**src/rtl/carpma_hakemi_pkg.sv**
```systemverilog
// Shared opcodes, requester indices and the in-flight tag type
// used by the multiplier arbiter.
package carpma_hakemi_pkg;

  localparam logic [1:0] CARPMA_MUL    = 2'd0;
  localparam logic [1:0] CARPMA_MULH   = 2'd1;
  localparam logic [1:0] CARPMA_MULHU  = 2'd2;
  localparam logic [1:0] CARPMA_MULHSU = 2'd3;

  localparam int ISTEK_CEKIRDEK     = 0;
  localparam int ISTEK_HIZLANDIRICI = 1;
  localparam int ISTEK_SAYISI       = 2;

  localparam logic SAHIP_CEKIRDEK     = 1'b0;
  localparam logic SAHIP_HIZLANDIRICI = 1'b1;

  typedef struct packed {
    logic gecerli;
    logic sahip;
  } etiket_t;

  // Flush only ever kills core-owned work.
  function automatic etiket_t etiket_temizle(
    input etiket_t e,
    input logic    temizle
  );
    etiket_t r;
    r = e;
    if (temizle && (e.sahip == SAHIP_CEKIRDEK)) begin
      r.gecerli = 1'b0;
    end
    return r;
  endfunction

endpackage

```
**src/rtl/carpma_hakemi_etiket.sv**
```systemverilog
// Tag shift register that mirrors the multiplier pipeline;
// frozen on stall, flush clears core-owned tags in place.
module carpma_hakemi_etiket
  import carpma_hakemi_pkg::*;
#(
  parameter int GECIKME = 1
) (
  input  logic    clk_i,
  input  logic    rst_i,
  input  logic    ilerle_i,
  input  logic    temizle_i,
  input  etiket_t giris_i,
  output etiket_t son_o
);

  etiket_t etiket_q [GECIKME];
  etiket_t etiket_d [GECIKME];
  etiket_t kaydir   [GECIKME];

  always_comb begin
    kaydir[0] = ilerle_i ? giris_i : etiket_q[0];
    for (int i = 1; i < GECIKME; i++) begin
      kaydir[i] = ilerle_i ? etiket_q[i-1] : etiket_q[i];
    end
  end

  always_comb begin
    for (int i = 0; i < GECIKME; i++) begin
      etiket_d[i] = etiket_temizle(kaydir[i], temizle_i);
    end
  end

  always_ff @(posedge clk_i) begin
    if (rst_i) begin
      for (int i = 0; i < GECIKME; i++) begin
        etiket_q[i] <= '0;
      end
    end else begin
      for (int i = 0; i < GECIKME; i++) begin
        etiket_q[i] <= etiket_d[i];
      end
    end
  end

  // Last stage sees the flush in the same cycle.
  assign son_o = etiket_temizle(etiket_q[GECIKME-1], temizle_i);

endmodule

```
**src/rtl/carpma_hakemi.sv**
```systemverilog
// Round-robin arbiter sharing one pipelined multiplier between
// the core and an accelerator, with in-order result return.
module carpma_hakemi
  import carpma_hakemi_pkg::*;
#(
  parameter int GECIKME = 1
) (
  input  logic             clk_i,
  input  logic             rst_i,
  input  logic [1:0]       istek_gecerli_i,
  output logic [1:0]       istek_hazir_o,
  input  logic [1:0][1:0]  istek_kontrol_i,
  input  logic [1:0][31:0] istek_deger1_i,
  input  logic [1:0][31:0] istek_deger2_i,
  input  logic             temizle_i,
  output logic [1:0]       carpma_kontrol_o,
  output logic [31:0]      carpma_deger1_o,
  output logic [31:0]      carpma_deger2_o,
  output logic             carpma_durdur_o,
  input  logic [31:0]      carpma_sonuc_i,
  output logic [1:0]       sonuc_gecerli_o,
  output logic [31:0]      sonuc_o,
  input  logic [1:0]       sonuc_hazir_i
);

  logic       son_verilen_q;
  logic       son_verilen_d;
  logic [1:0] uygun;
  logic       sec0;
  logic       sec1;
  logic       verilen;
  etiket_t    yeni_etiket;
  etiket_t    son_etiket;

  always_comb begin
    carpma_durdur_o = son_etiket.gecerli
                    & ~sonuc_hazir_i[son_etiket.sahip];
  end

  always_comb begin
    uygun = istek_gecerli_i & {1'b1, ~temizle_i};
    if (rst_i || carpma_durdur_o) begin
      uygun = 2'b00;
    end
    // With both pending, the one not served last wins.
    sec0 = uygun[0] & (~uygun[1] | son_verilen_q);
    sec1 = uygun[1] & (~uygun[0] | ~son_verilen_q);
    istek_hazir_o = 2'b00;
    unique case (1'b1)
      sec0:    istek_hazir_o = 2'b01;
      sec1:    istek_hazir_o = 2'b10;
      default: istek_hazir_o = 2'b00;
    endcase
  end

  always_comb begin
    verilen          = istek_hazir_o[1];
    son_verilen_d    = son_verilen_q;
    yeni_etiket      = '0;
    carpma_kontrol_o = CARPMA_MUL;
    carpma_deger1_o  = '0;
    carpma_deger2_o  = '0;
    if (|istek_hazir_o) begin
      son_verilen_d       = verilen;
      yeni_etiket.gecerli = 1'b1;
      yeni_etiket.sahip   = verilen;
      carpma_kontrol_o    = istek_kontrol_i[verilen];
      carpma_deger1_o     = istek_deger1_i[verilen];
      carpma_deger2_o     = istek_deger2_i[verilen];
    end
  end

  always_ff @(posedge clk_i) begin
    if (rst_i) begin
      son_verilen_q <= SAHIP_HIZLANDIRICI;
    end else begin
      son_verilen_q <= son_verilen_d;
    end
  end

  carpma_hakemi_etiket #(
    .GECIKME(GECIKME)
  ) u_etiket (
    .clk_i    (clk_i),
    .rst_i    (rst_i),
    .ilerle_i (~carpma_durdur_o),
    .temizle_i(temizle_i),
    .giris_i  (yeni_etiket),
    .son_o    (son_etiket)
  );

  always_comb begin
    sonuc_gecerli_o = 2'b00;
    sonuc_o         = '0;
    if (son_etiket.gecerli) begin
      sonuc_gecerli_o[son_etiket.sahip] = 1'b1;
      sonuc_o = carpma_sonuc_i;
    end
  end

endmodule
```
**config.mk**
```make
export PLATFORM = sky130hd
export DESIGN_NAME = carpma_hakemi
export DESIGN_NICKNAME = d
export VERILOG_FILES = /design/src/rtl/carpma_hakemi_pkg.sv /design/src/rtl/carpma_hakemi_etiket.sv /design/src/rtl/carpma_hakemi.sv
export SDC_FILE = /design/constraint.sdc
export NUM_CORES = 1
export LEC_CHECK = 0
export CORE_AREA = 4 4 103 105
export DETAILED_ROUTE_END_ITERATION = 8
export DIE_AREA = 0 0 107 109
export PLACE_DENSITY = 0.63
export SYNTH_ARGS = -nofsm -noshare
export SYNTH_HDL_FRONTEND = slang
export SYNTH_SLANG_ARGS = --single-unit
export TNS_END_PERCENT = 1
```
**constraint.sdc**
```tcl
create_clock -name clk_i -period 3.3 [get_ports clk_i]
set_input_delay 0.66 -clock clk_i [delete_from_list [all_inputs] [get_ports clk_i]]
set_output_delay 0.66 -clock clk_i [all_outputs]
set_load 0.03 [all_outputs]
```
# After elaboration in Yosys (flattened, before gate mapping)
# Memory sizes are Yosys's and may differ from the RTL's.
# Cells that the tools add are included.
[word_totals]
regBits = 1
inputBits = 171
word_cells = 50
mem_bits_rw = 2
n_memories = 1
output_inout_bits = 103
[op_classes]
order_cmp = 3
bitwise = 13
muxes = 26
n_reduce_logical = 6
[memory_table]
columns = ["name", "words", "word_bits", "read_ports", "rd_clocked_by_memory_dff", "wr", "line_no", "source"]
rows = [
  ["u_etiket.etiket_q", 1, 2, 1, 0, 1, "carpma_hakemi_etiket.sv:16", "etiket_t etiket_q [GECIKME];"],
]
[ops]
columns = ["cell", "n"]
rows = [
  ["2-to-1 mux 32 bit", 7],
  ["2-to-1 mux 2 bit", 8],
  ["2-to-1 mux 1 bit", 9],
  ["NOT 1 bit", 7],
  ["< comparator 1 x 2 -> 1 bit (second input constant)", 2],
  ["case mux 2 bit (2 select lines)", 1],
  ["OR reduction 2 bit", 2],
  ["AND 1 bit", 3],
  ["logical AND 1 bit", 3],
  ["AND 2 bit", 1],
  ["bitwise OR 1 bit", 2],
  ["demux 1 bit (select 1 bit)", 1],
  ["greater-or-equal comparator 1 bit (second input constant)", 1],
  ["logical OR 1 bit", 1],
]

# Logic depth before layout (Yosys ltp)
# Gate-level depths: netlist (run 1).
[depth]
ltp_word = 17
mapped_depth = 7
mapped_depth_nobuf = 4

# Hierarchy
# A second synthesis (run 1) with hierarchy kept.
[hier_totals]
cells_unflattened = 303
area_unflattened_um2 = 1931.9
[modules_own_cells]
columns = ["mod", "seq_area_each_um2", "n_inst", "area_per_inst_um2", "cells_per_inst"]
rows = [
  ["carpma_hakemi", 20.0, 1, 1836.8, 294],
  ["carpma_hakemi_etiket", 40.0, 1, 95.1, 9],
]

# Least setup slack after synthesis (run 1)
# No wires, ideal clock.
[synth_timing]
path_type = "input-to-output"
start = "in istek_gecerli_i[0]"
end = "out carpma_deger1_o[0]"
setup_slack_ps = 692
required_time_ps = 2640
stages = 6
arrival_ps = 1948
n_path_buf = 2
path_cell_list = "nor2b_1 and2b_1 buf_2 buf_2 a22oi_1 nor2_1"
[synth_via]
elab_chain_cells = 9
elab_cells_between_ends = 11
classes_between = "mux: 5; bitwise: 5; reduce/logical: 1"
[synth_lines]
columns = ["item", "line_no", "source"]
rows = [
  ["from (decl)", "carpma_hakemi.sv:10", "input logic [1:0] istek_gecerli_i,"],
  ["AND 2 bit *", "carpma_hakemi.sv:41", "uygun = istek_gecerli_i & {1'b1, ~temizle_i};"],
  ["2-to-1 mux 2 bit *", "carpma_hakemi.sv:42", "if (rst_i || carpma_durdur_o) begin"],
  ["NOT 1 bit", "carpma_hakemi.sv:47", "sec1 = uygun[1] & (~uygun[0] | ~son_verilen_q);"],
  ["bitwise OR 1 bit", "carpma_hakemi.sv:47", ""],
  ["AND 1 bit", "carpma_hakemi.sv:47", ""],
  ["case mux 2 bit (2 select lines) *", "carpma_hakemi.sv:49", "unique case (1'b1)"],
  ["2-to-1 mux 32 bit (not written as such) (2 in a row)", "carpma_hakemi.sv:68", "carpma_deger1_o = istek_deger1_i[verilen];"],
  ["2-to-1 mux 32 bit *", "carpma_hakemi.sv:63", "if (|istek_hazir_o) begin"],
  ["to (decl)", "carpma_hakemi.sv:17", "output logic [31:0] carpma_deger1_o,"],
]
# Every way passes the cells marked *; elsewhere a longest branch is shown, timed or not. The select of a mux whose other input is x is not followed.

# Worst setup path after layout (run 1)
[layout_timing]
start = "in istek_gecerli_i[0]"
end = "out carpma_deger2_o[24]"
[layout_via]
elab_chain_cells = 9
elab_cells_between_ends = 11
classes_between = "mux: 5; bitwise: 5; reduce/logical: 1"
[layout_lines]
columns = ["item", "line_no", "source"]
rows = [
  ["AND 2 bit *", "carpma_hakemi.sv:41", ""],
  ["2-to-1 mux 2 bit *", "carpma_hakemi.sv:42", ""],
  ["NOT 1 bit", "carpma_hakemi.sv:47", ""],
  ["bitwise OR 1 bit", "carpma_hakemi.sv:47", ""],
  ["AND 1 bit", "carpma_hakemi.sv:47", ""],
  ["case mux 2 bit (2 select lines) *", "carpma_hakemi.sv:49", ""],
  ["2-to-1 mux 32 bit (not written as such) (2 in a row)", "carpma_hakemi.sv:69", "carpma_deger2_o = istek_deger2_i[verilen];"],
  ["2-to-1 mux 32 bit *", "carpma_hakemi.sv:63", ""],
  ["to (decl)", "carpma_hakemi.sv:18", "output logic [31:0] carpma_deger2_o,"],
]
# Marks and branches as above.

==> results of run 1 <==
## final cells by class
| type | count | area [um2] |
|---|---|---|
| Inverter | 3 | 11.3 |
| Timing Repair Buffer | 280 | 2610 |
| Multi-Input combinational cell | 182 | 1070 |
| Clock buffer | 4 | 45.0 |
| Sequential cell | 3 | 60.1 |
| Tap cell | 133 | 166 |
| Fill cell | 1012 | 5680 |
## tightest hold or removal path, cell delays in order, from the launching register on
cell,delay [ns]
dfxtp_1,0.31
nand3b_1,0.11
a21oi_1,0.06
## state kept, by name, summed over array words and instances (netlist names)
name and flops:
son_verilen_q 1, u_etiket.etiket_q 2
## per-layer routing
| layer | vias up | global-route usage (%) |
|---|---|---|
| li1 | 1273 | - |
| met1 | 1120 | 16.2 |
| met2 | 137 | 23.3 |
| met4 | 0 | 2.10 |
| met5 | - | 0 |
| met3 | 10 | 3.43 |
## cell usage in the layout (no fill, tap or decap), types with 2 or more instances in the layout
| cell type | count |
|---|---|
| buf_12 | 6 |
| and2_1 | 32 |
| nor2b_1 | 4 |
| inv_1 | 2 |
| nor2_1 | 68 |
| a22oi_1 | 66 |
| nand2_1 | 2 |
| clkdlybuf4s50_1 | 173 |
| dfxtp_1 | 3 |
| clkbuf_8 | 3 |
| a21oi_1 | 3 |
| buf_4 | 101 |
## how the worst max path moves through the flow
stage / start / endpoint / slack, ns / cells past startpoint
after floorplan: istek_gecerli_i[0] / carpma_deger1_o[0] / 0.69 / 6
after global placement: istek_gecerli_i[0] / carpma_deger2_o[1] / 0.23 / 7
after detailed placement: istek_gecerli_i[0] / carpma_deger2_o[12] / 0.21 / 7
after CTS: istek_gecerli_i[0] / carpma_deger2_o[12] / 0.20 / 7
after global routing: istek_gecerli_i[0] / carpma_deger2_o[21] / 0.10 / 7
final: istek_gecerli_i[0] / carpma_deger2_o[24] / 0.20 / 7
## power by group
group	internal, mW	switching, mW	total, mW
Sequential	0.0393	0.00254	0.0418
Clock	0.0825	0.0257	0.108
Combinational	0.334	0.297	0.632
## logic make-up (layout without fill, tap and decap cells)
kind of cell | count (synthesis) | after routing | share of synthesized area [%]
AND/OR/NAND/NOR | 110 | 110 | 40.7
AO/OA/AOI/OAI | 72 | 72 | 43.0
buffers and inverters | 28 | 287 | 11.5
flip-flops | 3 | 3 | 4.76
==> metrics, run 1 <==
Final setup viols=0; Worst path slowest cell=clkdlybuf4s50_1; worst reg2reg path startpoint=u_etiket.etiket_q[0][1]$_SDFFE_PP0N_; # hold bufs at CTS=0; RD Place Congestion=approximately 0.77; nets=approximately 640; CTS Root Cell=clkbuf_8; startpoint type of the worst setup path=input port; pre-CTS setup slack=0.210 ns; core region area=just under 10000 um2; number of diodes=0; post-route ant nets=0; crit path cell chain=clkdlybuf4s50_1 -> nor2b_1 -> and2b_2 -> buf_12 -> a22oi_1 -> nor2_1 -> buf_4; Netlist Area Pre-Place=around 1300 um2; Power Total=between 0.7 and 0.8 mW; Hold EP=u_etiket.etiket_q[0][0]$_SDFF_PP0_; Placed Cells incl. Taps=around 600; Crit path required time=2.64 ns; fin. max-slew vios=0; number of buffers created by CTS=3; Slew HR=72.1%; CP top delay family=buffers and inverters; post-route worst setup slack=between 0.2 and 0.25 ns; CP Buf/Inv Count=3; worst-case reg-to-reg path depth=3; status=finished clean; largest net degree at the start of global routing=42; Critical Path Max Stage Delay=slightly below 0.5 ns; asr flop ratio synth=0%; WL final=8910 um; met2 WL=4550 um; fin util=about two fifths; post-synthesis sequential area ratio=under 10%; leak pwr=between 1.5 and 2 nW; peak supply drop=between 0.0001 and 0.00015 V; top-count cell post-synth=nor2_1; Max-cap violations=0; largest area contributor in the netlist=a22oi_1; post-synth cell types=20; row cnt=36; Hold Crit Depth=2; Vias=roughly 2500; Post-synth EDFFs=0; hold path startpoint=u_etiket.etiket_q[0][1]$_SDFFE_PP0N_; initial antenna violation count=0; Max Freq=roughly 320 MHz; Setup CP Type=in -> out; Synth Register Bits=3; chip height=approximately 110 um; First-pass DRT Iterations=4; routed metal-1 wirelength=between 3000 and 4000 um; Post-Syn Nets=384; vias per cell=approximately 4.2; Longest Clk Path Bufs=2; DRT iter0 DRCs=195; maximum fanout along the worst path=between 40 and 50; Skew-Pair Late Insertion Delay=between 0.2 and 0.25 ns; period utilization=about 94%; DR DRC count=0; fin crit period=3.10 ns; PostCTS Resize Cnt=0; die area=11700 um2; Post-DP Area=between 3000 and 4000 um2; RSZ-0062 raised after global routing=false; Synth Flop Type=dfxtp_1; Worst-Margin Slew=0.418 ns; Die W=107 um; Overflow after GRT=0; Ys Warns=0; H-Tree Level Count=1; CTS tree=built; first-pass GRT wire length=roughly 13000 um; drt wl/cell=between 10 and 15 um; worst flop-to-flop path endpoint=son_verilen_q$_SDFFE_PP1P_; post-synth top area share=39.2%; highest routed metal layer=met4; postcts setup bufs=0; pwr/cell area=between 150 and 200 nW/um2; HP Class=reg -> reg; crit path capture type=output port; TritonCTS Sinks=3; Syn-to-layout area delta=214%; Clock Skews=0.000537 ns; syn avg cell area=between 5 and 6 um2; share of layout cells above drive strength 1=between 20% and 30%; CTS clk-pin slew, worst paths=approximately 0.03 ns; final hold viol count=0; synth top area cells=a22oi_1, nor2_1, and2_1, dfxtp_1, buf_2; R2R setup slack=1.91 ns; PortBufs=approximately 270; Tot GR Track Use=about an eighth; Setup TNS=0 ns; Initial Utilization=about an eighth; Syn Inst Count=about 210; Post-Layout Cell Count=slightly above 600; vias in the first global route=about 2400; io pins=approximately 270; CP arrival=2.44 ns; Synth top cells by count=nor2_1, a22oi_1, and2_1; Final Cell Area=between 3000 and 4000 um2; Min Hold Slack=~0.53 ns; hpwl dp=approximately 7400 um; met3 wire len=roughly 780 um
Power figures use the tool's default switching activity.
==> run 2: changes to the inputs <==
- MAX_ROUTING_LAYER: unset -> met4
- clock period: 3.3 -> 4 ns (I/O delays scaled with it)
==> run 2 against run 1 <==
- die area is the same
- highest routed layer unchanged
- critical path depth shrank 1
- global-route usage grew 0.68 points
- critical path type unchanged
- clock power is 19% lower
- final area increased by 2.5%
==> metrics, run 2 (synthesis results as in run 1) <==
status=finished clean; postcts setup bufs=0; Clock Skews=just over 0.0003 ns; HP Class=reg -> reg; WL final=9050 um; CTS tree=built; startpoint type of the worst setup path=input port; fin. max-slew vios=0; hpwl dp=7620 um; CTS clk-pin slew, worst paths=0.03 ns; vias in the first global route=2421; number of buffers created by CTS=3; Worst-Margin Slew=a little under 0.6 ns; Die W=about 110 um; Critical Path Max Stage Delay=between 0.6 and 0.7 ns; pwr/cell area=159 nW/um2; CP dominant cell by count=clkdlybuf4s50_1; Worst path slowest cell=clkdlybuf4s50_1; Slew HR=around 60%; crit path capture type=output port; share of layout cells above drive strength 1=around 12%; Final setup viols=0; Syn-to-layout area delta=222%; fin crit period=between 3 and 4 ns; fin util=approximately 42%; RSZ-0062 raised after global routing=false; leak pwr=1.60 nW; io pins=274; Skew-Pair Late Insertion Delay=0.21 ns; crit path cell chain=clkdlybuf4s50_1 -> nand3b_1 -> o41a_1 -> nand2b_2 -> nor2_1 -> clkdlybuf4s50_1; number of diodes=0; met3 wire len=between 700 and 800 um; Tot GR Track Use=~14%; DRT iter0 DRCs=~170; met2 WL=between 4000 and 5000 um; PortBufs=between 200 and 300; Biggest register=u_etiket.etiket_q; peak supply drop=a little over 0.0001 V; largest net degree at the start of global routing=38; TritonCTS Sinks=3; max reg flops=2; biggest regs=u_etiket.etiket_q x2, son_verilen_q x1; CP top delay family=buffers and inverters; die area=11700 um2; maximum fanout along the worst path=29; Setup TNS=0 ns; Overflow after GRT=0; Vias=2567; chip height=~110 um; Max Freq=around 270 MHz; nets=645; vias per cell=~4.2; CP arrival=a little under 3 ns; Initial Utilization=around an eighth; CTS Root Cell=clkbuf_8; first-pass GRT wire length=about 13000 um; # hold bufs at CTS=0; Setup CP Type=in -> out; most common cell after layout, fill and taps aside=clkdlybuf4s50_1; DR DRC count=0; Crit path required time=around 3.2 ns; CP Buf/Inv Count=2; R2R setup slack=around 2.6 ns; drt wl/cell=14.9 um; Max-cap violations=0; RD Place Congestion=0.777; routed metal-1 wirelength=around 3300 um; most frequent cells in the layout=clkdlybuf4s50_1, nor2_1, a22oi_1, buf_4, and2_1; highest routed metal layer=met4; H-Tree Level Count=1; register area=60.1 um2; fill count=1001; period utilization=a little over nine tenths; core region area=approximately 9600 um2; PostCTS Resize Cnt=0; Longest Clk Path Bufs=2; First-pass DRT Iterations=4; post-route ant nets=0; initial antenna violation count=0; multi-input combinational cell area=1070 um2; row cnt=36; final hold viol count=0
[run 2: worst register-to-register path, stage by stage, from the launching register on]
cell and delay [ns]:
dfxtp_1 0.34, inv_2 0.06, o41a_1 0.51, a221o_1 0.34
[run 2: power breakdown]
| part | switching (mW) | total [mW] | internal, mW |
|---|---|---|---|
| clock network | 0.0194 | 0.0873 | 0.0679 |
| logic | 0.244 | 0.525 | 0.281 |
| registers | 0.00221 | 0.0346 | 0.0324 |
| total | 0.266 | 0.647 | 0.381 |
[run 2: layout make-up]
class / count / area share [%]
Timing Repair Buffer: 281 / 66.7
Multi-Input combinational cell: 182 / 26.3
Tap cell: 133 / 4.10
Sequential cell: 3 / 1.48
Clock buffer: 4 / 1.11
Inverter: 3 / 0.277
[run 2: metrics by stage]
stage | std cells | power [mW] | hold WS, ns | instance area [um2] | worst slack, ns
after floorplan | 213 | 0.270 | 0.489 | 1260 | 1.11
after global placement | 602 | 0.560 | 0.529 | 4010 | 0.291
after detailed placement | 602 | 0.563 | 0.547 | 4010 | 0.206
after CTS | 606 | 0.654 | 0.552 | 4060 | 0.199
after global routing | 606 | 0.685 | 0.587 | 4060 | 0.0690
final | 606 | 0.647 | 0.551 | 4060 | 0.241
[run 2: path summary, 6_finish.rpt]
kind	start	end	cells after the start
worst max-delay path	sonuc_hazir_i[1]	carpma_deger1_o[24]	6
worst max register to register	u_etiket.etiket_q[0][1]$_SDFFE_PP0N_	son_verilen_q$_SDFFE_PP1P_	3
worst min register to register	u_etiket.etiket_q[0][1]$_SDFFE_PP0N_	u_etiket.etiket_q[0][0]$_SDFF_PP0_	2
worst min-delay path	u_etiket.etiket_q[0][1]$_SDFFE_PP0N_	u_etiket.etiket_q[0][0]$_SDFF_PP0_	2
[run 2: per-layer routing]
layer	track usage (%)	vias up
li1	-	1276
met1	15.2	1140
met2	25.8	137
met3	2.25	14
met4	3.47	0
met5	-	-
==> run 3: changes to the inputs <==
- CORE_AREA: 4 4 103 105 -> 4 4 105 107
- DIE_AREA: 0 0 107 109 -> 0 0 109 111
- PLACE_DENSITY: 0.63 -> 0.61
- clock period: 4 -> 3.65 ns (I/O delays scaled with it)
==> run 3 against run 2 <==
- combinational power is 6.7% higher
- non-clock buffer count stayed put
- final area is 3.2% lower
- power is 7.0% higher
- sequential share of layout area hardly changed
- clock skew is 0.0022 ns higher
- wire length is 3.4% lower
- clock-buffer cell count stayed put
- critical endpoint is now istek_hazir_o[0]
- utilization is 3.4 points lower
- sequential power is 9.5% higher
- global-route usage is 0.58 points lower
==> metrics, run 3 (synthesis results as in run 1) <==
Critical Path Max Stage Delay=0.72 ns; met2 track demand over resource=24.8%; Post-DP Area=~3900 um2; met1 Track Usage GR=roughly 14%; post-route ant nets=0; peak supply drop=~0.000079 V; Power Total=around 0.69 mW; final hold viol count=0; CTS clk-pin slew, worst paths=around 0.030 ns; pwr/cell area=between 150 and 200 nW/um2; crit path capture type=output port; TritonCTS Sinks=3; Longest Clk Path Bufs=2; max reg flops=2; first-pass GRT wire length=12700 um; most frequent cells in the layout=clkdlybuf4s50_1, buf_4, nor2_1, a22oi_1, and2_1; critical path depth=5; Clock Skews=~0.0025 ns; R2R setup slack=roughly 2.3 ns; status=finished clean; First-pass DRT Iterations=4; Cell Int Power=0.404 mW; core region area=10100 um2; Setup CP Type=in -> out; register area=around 60 um2; worst-case reg-to-reg path depth=3; CTS tree=built; # hold bufs at CTS=0; Setup TNS=0 ns; most common cell after layout, fill and taps aside=clkdlybuf4s50_1; vias in the first global route=between 2000 and 3000; vias per cell=4.11; multi-input combinational cell area=1070 um2; fin crit period=3.35 ns; number of diodes=0; biggest regs=u_etiket.etiket_q x2, son_verilen_q x1; Crit path required time=2.92 ns; worst reg2reg path startpoint=u_etiket.etiket_q[0][1]$_SDFFE_PP0N_; Reg power frac=under 10%; WL final=slightly below 9000 um; CP arrival=between 2 and 3 ns; switching power=between 0.2 and 0.3 mW; Tot GR Track Use=between 10% and 20%; GR met3 Demand/Resource=about 2.4%; initial antenna violation count=0; fin. max-slew vios=0; DR DRC count=0; Max Freq=between 200 and 300 MHz; RSZ-0062 raised after global routing=false; share of layout cells above drive strength 1=23.9%; period utilization=about nine tenths; PostCTS Resize Cnt=0; CP top delay family=buffers and inverters; row cnt=37; Syn-to-layout area delta=211%; Slew HR=between 70% and 80%; CP Buf/Inv Count=2; Final setup viols=0; RD Place Congestion=0.803; Vias=2504; Skew-Pair Late Insertion Delay=around 0.21 ns; Max-cap violations=0; Worst path slowest cell=clkdlybuf4s50_1; number of buffers created by CTS=3; CTS Root Cell=clkbuf_8; Final Cell Area=between 3000 and 4000 um2; io pins=about 270; logic gate share of total power=between 80% and 90%; DRT iter0 DRCs=between 150 and 200; PortBufs=273; Worst-Margin Slew=0.387 ns; chip height=~110 um; leak pwr=1.70 nW; Initial Utilization=between 10% and 20%; nets=between 600 and 700; Die W=109 um; sw frac=approximately 42%; GR peak layer=met2; largest net degree at the start of global routing=37; pre-CTS setup slack=about 0.29 ns; HP Class=reg -> reg; post-route worst setup slack=0.296 ns; crit path cell chain=clkdlybuf4s50_1 -> nor2b_1 -> and2b_2 -> nor2b_1 -> clkdlybuf4s50_1; CP startpoint=temizle_i; postcts setup bufs=0; H-Tree Level Count=1; die area=about 12000 um2; Min Hold Slack=0.532 ns; Overflow after GRT=0; fill count=1038; startpoint type of the worst setup path=input port; drt wl/cell=~14 um; hpwl dp=~7300 um; maximum fanout along the worst path=4; Clk network pwr share=around 14%; Biggest register=u_etiket.etiket_q; worst flop-to-flop path endpoint=son_verilen_q$_SDFFE_PP1P_; critical path endpoint=istek_hazir_o[0]
-- run 3: cell count changes in the layout (fill, tap and decap cells not counted) --
cell / delta
buf_4: +54
clkdlybuf4s50_1: -54
-- run 3: worst min-delay path by stage --
stage,start,to,cells past startpoint
6_report,u_etiket.etiket_q[0][1]$_SDFFE_PP0N_,u_etiket.etiket_q[0][0]$_SDFF_PP0_,2
5_1_grt,u_etiket.etiket_q[0][1]$_SDFFE_PP0N_,u_etiket.etiket_q[0][0]$_SDFF_PP0_,2
4_1_cts,u_etiket.etiket_q[0][1]$_SDFFE_PP0N_,u_etiket.etiket_q[0][0]$_SDFF_PP0_,2
3_5_place_dp,u_etiket.etiket_q[0][1]$_SDFFE_PP0N_,u_etiket.etiket_q[0][0]$_SDFF_PP0_,2
3_3_place_gp,u_etiket.etiket_q[0][1]$_SDFFE_PP0N_,u_etiket.etiket_q[0][0]$_SDFF_PP0_,2
2_1_floorplan,u_etiket.etiket_q[0][1]$_SDFFE_PP0N_,u_etiket.etiket_q[0][0]$_SDFF_PP0_,2
-- run 3: stage by stage --
step                      std cells  util, %
after floorplan                 213        -
after global placement          605     38.3
after detailed placement        605     38.3
after CTS                       609     38.7
after global routing            609     38.7
final                           609     38.7
-- run 3: power by group through the flow --
stage | combinational, mW | clock, mW | sequential [mW]
after detailed placement | 0.565 | 0 | 0.0384
after global placement | 0.559 | 0 | 0.0382
after CTS | 0.567 | 0.0980 | 0.0379
after global routing | 0.596 | 0.101 | 0.0383
after floorplan | 0.258 | 0 | 0.0376
final | 0.560 | 0.0944 | 0.0379
-- run 3: routing by layer --
metal	wire length, um	vias to the layer above
met5	0	-
met4	141	0
met3	867	10
met2	4530	128
met1	3210	1092
li1	-	1274
-- run 3: final cells by class --
class | instances | share of cell area, %
clock buffer | 4 | 1.15
sequential | 3 | 1.53
multi-input combinational | 182 | 27.2
inverter | 3 | 0.287
timing repair buffer | 281 | 65.5
tap | 136 | 4.33
-- run 3: worst reg2reg max path, stage by stage, from the launching register on --
cell and delay, ns:
dfxtp_1 0.34, inv_2 0.06, o41a_1 0.51, a221o_1 0.35
